[config.mk]
export PLATFORM = sky130hd
export DESIGN_NAME = param_shift_unit
export DESIGN_NICKNAME = d
export VERILOG_FILES = /design/src/rtl/psu_pkg.sv /design/src/rtl/psu_shift_step.sv /design/src/rtl/param_shift_unit.sv
export SDC_FILE = /design/constraint.sdc
export NUM_CORES = 1
export LEC_CHECK = 0
export BUFFER_PORTS_ARGS = -buffer_cell sky130_fd_sc_hd__buf_2
export CAP_MARGIN = 20
export CORE_MARGIN = 2
export CORE_UTILIZATION = 40
export DETAILED_ROUTE_END_ITERATION = 12
export PLACE_DENSITY = 0.73
export SLEW_MARGIN = 20
export SYNTH_ARGS = -nofsm -noshare
export SYNTH_HDL_FRONTEND = slang
export SYNTH_SLANG_ARGS = --single-unit
export TNS_END_PERCENT = 5
[constraint.sdc]
create_clock -name clk -period 1.7 [get_ports clk]
set_input_delay 0.34 -clock clk [delete_from_list [all_inputs] [get_ports clk]]
set_output_delay 0.34 -clock clk [all_outputs]
set_load 0.1 [all_outputs]
[src/rtl/psu_pkg.sv]
// ============================================================================
// Module      : psu_pkg
// Description : Shared mode encodings and FSM state type for param_shift_unit.
// Revision    : 1.0 - initial release
// ============================================================================
`default_nettype none

package psu_pkg;

  localparam logic [2:0] MODE_SRL = 3'b000;
  localparam logic [2:0] MODE_SLL = 3'b001;
  localparam logic [2:0] MODE_SRA = 3'b010;
  localparam logic [2:0] MODE_ROR = 3'b011;
  localparam logic [2:0] MODE_ROL = 3'b100;

  typedef enum logic [1:0] {
    IDLE  = 2'd0,
    SHIFT = 2'd1,
    FIN   = 2'd2
  } psu_state_t;

  // Codes above MODE_ROL are hold modes: the burst runs but data is frozen.
  function automatic logic mode_moves(input logic [2:0] m);
    return (m <= MODE_ROL);
  endfunction

endpackage

`default_nettype wire

[src/rtl/psu_shift_step.sv]
// ============================================================================
// Module      : psu_shift_step
// Description : Combinational single-step shifter (STEP bits) for all modes.
// Revision    : 1.0 - initial release
// ============================================================================
`default_nettype none

module psu_shift_step
  import psu_pkg::*;
#(
  parameter int WIDTH = 16,
  parameter int STEP  = 1
) (
  input  logic [WIDTH-1:0] d,
  input  logic [2:0]       mode,
  input  logic [STEP-1:0]  ser_in,
  output logic [WIDTH-1:0] next_d,
  output logic [STEP-1:0]  ejected
);

  always_comb begin
    next_d  = d;
    ejected = d[STEP-1:0];
    case (mode)
      MODE_SRL: next_d = {ser_in, d[WIDTH-1:STEP]};
      MODE_SLL: begin
        next_d  = {d[WIDTH-1-STEP:0], ser_in};
        ejected = d[WIDTH-1:WIDTH-STEP];
      end
      MODE_SRA: next_d = {{STEP{d[WIDTH-1]}}, d[WIDTH-1:STEP]};
      MODE_ROR: next_d = {d[STEP-1:0], d[WIDTH-1:STEP]};
      MODE_ROL: begin
        next_d  = {d[WIDTH-1-STEP:0], d[WIDTH-1:WIDTH-STEP]};
        ejected = d[WIDTH-1:WIDTH-STEP];
      end
      default: ;
    endcase
  end

endmodule

`default_nettype wire

[src/rtl/param_shift_unit.sv]
// ============================================================================
// Module      : param_shift_unit
// Description : Multi-mode burst shift engine with load and start/busy/done.
//               Define PSU_PARITY_EN to register XOR parity of data_out.
// Revision    : 1.0 - initial release
// ============================================================================
`default_nettype none

module param_shift_unit
  import psu_pkg::*;
#(
  parameter int WIDTH = 16,
  parameter int STEP  = 1,
  parameter int CNT_W = 8
) (
  input  logic             clk,
  input  logic             rst,
  input  logic             load,
  input  logic [WIDTH-1:0] data_in,
  input  logic             start,
  input  logic [2:0]       mode,
  input  logic [CNT_W-1:0] count,
  input  logic [STEP-1:0]  ser_in,
  output logic [WIDTH-1:0] data_out,
  output logic [STEP-1:0]  ser_out,
  output logic             busy,
  output logic             done,
  output logic             parity
);

  psu_state_t       r_state;
  psu_state_t       w_state_next;
  logic [WIDTH-1:0] r_data;
  logic [STEP-1:0]  r_ser_out;
  logic [CNT_W-1:0] r_remaining;
  logic [2:0]       r_mode;
  logic [WIDTH-1:0] w_step_d;
  logic [STEP-1:0]  w_step_ej;
  logic             w_shift_moves;
  logic             w_data_we;
  logic [WIDTH-1:0] w_data_d;

  psu_shift_step #(
    .WIDTH (WIDTH),
    .STEP  (STEP)
  ) u_step (
    .d       (r_data),
    .mode    (r_mode),
    .ser_in  (ser_in),
    .next_d  (w_step_d),
    .ejected (w_step_ej)
  );

  always_ff @(posedge clk or posedge rst) begin
    if (rst) r_state <= IDLE;
    else     r_state <= w_state_next;
  end

  always_comb begin
    w_state_next = r_state;
    busy         = 1'b0;
    done         = 1'b0;
    case (r_state)
      IDLE: begin
        if (!load && start)
          w_state_next = (count != '0) ? SHIFT : FIN;
      end
      SHIFT: begin
        busy = 1'b1;
        if (load)
          w_state_next = IDLE;
        else if (r_remaining <= CNT_W'(1))
          w_state_next = FIN;
      end
      FIN: begin
        done         = 1'b1;
        w_state_next = IDLE;
      end
      default: w_state_next = IDLE;
    endcase
  end

  assign w_shift_moves = (r_state == SHIFT) && !load && mode_moves(r_mode);
  assign w_data_we     = load || w_shift_moves;
  assign w_data_d      = load ? data_in : w_step_d;

  always_ff @(posedge clk or posedge rst) begin
    if (rst) begin
      r_data      <= '0;
      r_ser_out   <= '0;
      r_remaining <= '0;
      r_mode      <= MODE_SRL;
    end else begin
      if (w_data_we)
        r_data <= w_data_d;
      if (w_shift_moves)
        r_ser_out <= w_step_ej;
      if (load) begin
        r_remaining <= '0;
      end else if (r_state == IDLE && start) begin
        r_remaining <= count;
        r_mode      <= mode;
      end else if (r_state == SHIFT) begin
        r_remaining <= r_remaining - CNT_W'(1);
      end
    end
  end

  assign data_out = r_data;
  assign ser_out  = r_ser_out;

`ifdef PSU_PARITY_EN
  logic r_parity;

  always_ff @(posedge clk or posedge rst) begin
    if (rst)            r_parity <= 1'b0;
    else if (w_data_we) r_parity <= ^w_data_d;
  end

  assign parity = r_parity;
`else
  assign parity = 1'b0;
`endif

endmodule

`default_nettype wire

==> results.yml <==
global_route:
  gr-total-overflow: 0
  grt_pass1_wl_um: 7690
  antenna_found_initial: 0
  grt_pass1_vias: 1627
  grt_max_degree: 31
  track_usage_pct: 18.2
critical_path:
  criticalPathCategory: "reg2reg"
  startpoint_type: "flip-flop"
  critical-path-max-stage-delay_ns: 0.43
  crit_fanout: 8
  crit_chain: "or2_2, a21oi_4, buf_4, nor2_1, o31ai_2"
  cp-end-kind: "flip-flop"
  slowest_stage: "dfrtp_1"
  cp_data_arrival_time_ns: 1.82
  critPathRequiredTime_ns: 1.89
clocking:
  cts_tree: "built"
  cts.reportedPaths.clkPinSlew_ns: 0.07
  numCtsBuffers: 5
  insertion_delay_ns: 0.29
  clk_path_buf_depth: 2
  cts_sinks: 30
  htree_levels: 2
  clock-root-buffer: "clkbuf_8"
  postCtsSetupBuffers: 0
yosys:
  ys_async_sr_fraction_pct: 100
  ys_types: 41
  yosysWarningCount: 0
  synth_commonest_cells: "30 x dfrtp_1, 23 x nor2_1, 17 x nand2_1, 17 x nor3b_1, 15 x o21ai_0"
  synthCells: 215
  synthFlopType: "dfrtp_1"
  synth_top_area_cell: "dfrtp_1"
  ys_ff_latch: 30
  synth_nets: 249
  synth.top_cell.area_share_pct: 37.5
  yosysMostFrequentCell: "dfrtp_1"
  syn-cell-area_mm2: 0.00200
  synth.avg_cell_area_um2: 9.31
  synth_enable_flop_cells: 0
  ys_top_cells_by_area: "dfrtp_1 38%, nor3b_1 6.4%, a211oi_2 5.6%"
  yosysSeqAreaShare_pct: 37.5
placement:
  port_buffers: 50
  numPlacedInstances: 335
  gp_congestion: 0.871
  place_area_mm2: 0.00240
  dp_hpwl_um: 3550
routing:
  first_pass_iters: 4
  wl_per_cell_um: 14.2
  dr.first_iter.drc_count: 149
  via_per_inst: 5.32
  postRouteAntennaNets: 0
  wl_um: 4870
  route.detailed.drc: 0
  num_vias: 1824
power_and_ir_drop:
  p_clk_share_pct: 15.5
  intPower_uw: 1940
  p_leak_uw: 0.00112
  p_sw_share_pct: 49.8
  p_switching_uw: 1930
  irDropWorstVdd_v: 0.00102
  power_density_mw_per_mm2: 1540
  power_frac_comb_pct: 56.8
  p_seq_share_pct: 27.7
die:
  rows: 25
  die_h_um: 74.7
  design.core.area_mm2: 0.00479
  dieArea_mm2: 0.00558
  fp.dieW_um: 74.7
  boundaryPins: 52
  start_util_pct: 41.8
timing:
  final_max_slew_viol_count: 0
  hold-worst-slack_ns: 0.127
  fin_worst_skew_ns: 0.00409
  max_freq_mhz: 616
  rsz0062_at_grt: "false"
  post-route-period-util_pct: 95.5
  min_period_ns: 1.62
  setup_viol: 0
  finalHoldViolations: 0
flow_run:
  maxCapViolCount: 0
final_layout:
  fillCellCount: 455
  area_delta_synth_final_pct: 25.5
  layout-drive-gt1-share_pct: 39.9
  final_area_mm2: 0.00251
  finalNetCount: 309
  num_antenna_cells: 0
  fin_cells: 343
run_status:
  status: "complete, no violations"
min_path:
  hold_class: "in2async"
[layout by cell type (no fill, tap or decap), types with 4 or more instances in the layout]
cell type  count
o21ai_0       15
nor2_1        23
mux2_2         4
o31ai_2        8
buf_2         48
nand2_1       17
clkbuf_8       6
a211oi_2       9
a211oi_1       6
buf_4         21
inv_1          8
nor3b_1       17
dfrtp_1       30
a21oi_1       14
o31ai_1        7
[registers in the layout (all words and copies together), names as in the netlist]
| register | cells |
|---|---|
| r_remaining | 8 |
| data_out | 16 |
| r_state | 2 |
| ser_out | 1 |
| r_mode | 3 |
[metal layers]
metal	up-vias	wire length, µm	GRT usage (%)
met3	5	236	4.82
met1	869	2230	24.8
met2	48	2330	28.0
li1	902	-	-
met4	0	65	6.75
met5	-	0	0
[stage by stage]
step | setup TNS [ns] | utilization [%] | worst slack, ns | power (µW)
after floorplan | -0.183 | - | -0.153 | 2740
after global placement | 0 | 50.2 | 0.0396 | 3200
after detailed placement | -0.00516 | 50.2 | -0.00516 | 3230
after CTS | 0 | 52.1 | 0.0387 | 3850
after global routing | 0 | 52.5 | 0.0123 | 4090
final | 0 | 52.5 | 0.0761 | 3870
[power groups by stage]
stage	sequential [µW]	clock, µW	combinational, µW
2_1_floorplan	1570	0	1170
3_3_place_gp	1070	0	2130
3_5_place_dp	1070	0	2160
4_1_cts	1070	608	2170
5_1_grt	1090	646	2350
6_report	1070	600	2200
[critical path: cells and delay by family, from the launching register on]
kind                   cells  cell delay [ns]
AOI/OAI and AO/OA          2             0.47
buffers and inverters      1             0.20
DFF                        1             0.43
and+or+nand+nor            2             0.43
[area by class of cell]
type                            instances  area [µm²]  area share (%)
Multi-Input combinational cell        159        1120            44.5
Sequential cell                        30         751            29.9
Timing Repair Buffer                   71         438            17.4
Clock buffer                            7        86.3            3.44
Tap cell                               67        83.8            3.34
Inverter                                8        30.0            1.20
Clock inverter                          1        5.00           0.199
[worst paths after layout]
path	startpoint	to	slack, ns	depth (start not counted)
min in group clk	data_in[3]	data_out[3]$_DFFE_PP0P_	0.26	3
max in group asynchronous	rst	r_remaining[7]$_DFFE_PP0P_	1.28	3
worst min-delay path	rst	r_remaining[0]$_DFFE_PP0P_	0.13	3
worst max register to register	r_mode[0]$_DFFE_PP0P_	data_out[6]$_DFFE_PP0P_	0.08	5
worst min register to register	ser_out$_DFFE_PP0P_	ser_out$_DFFE_PP0P_	0.49	2
worst max-delay path	r_mode[0]$_DFFE_PP0P_	data_out[6]$_DFFE_PP0P_	0.08	5
[cells by family after synthesis]
kind of cell | after synthesis | synth area share (%)
AO/OA/AOI/OAI | 71 | 28.6
XOR/XNOR | 1 | 0.813
adder cells (fa/ha/maj) | 2 | 1.25
buffers and inverters | 26 | 7.69
flip-flops | 30 | 37.5
multiplexers | 6 | 3.25
other | 1 | 0.187
AND/OR/NAND/NOR | 78 | 20.7
[what timing repair did]
item | 4_1_cts | 5_1_grt
hold buffers | 0 | 0
endpoints found under the setup margin | 0 | 6
resized for setup | 0 | 4
No activity file was read; power rests on OpenSTA's default activity.
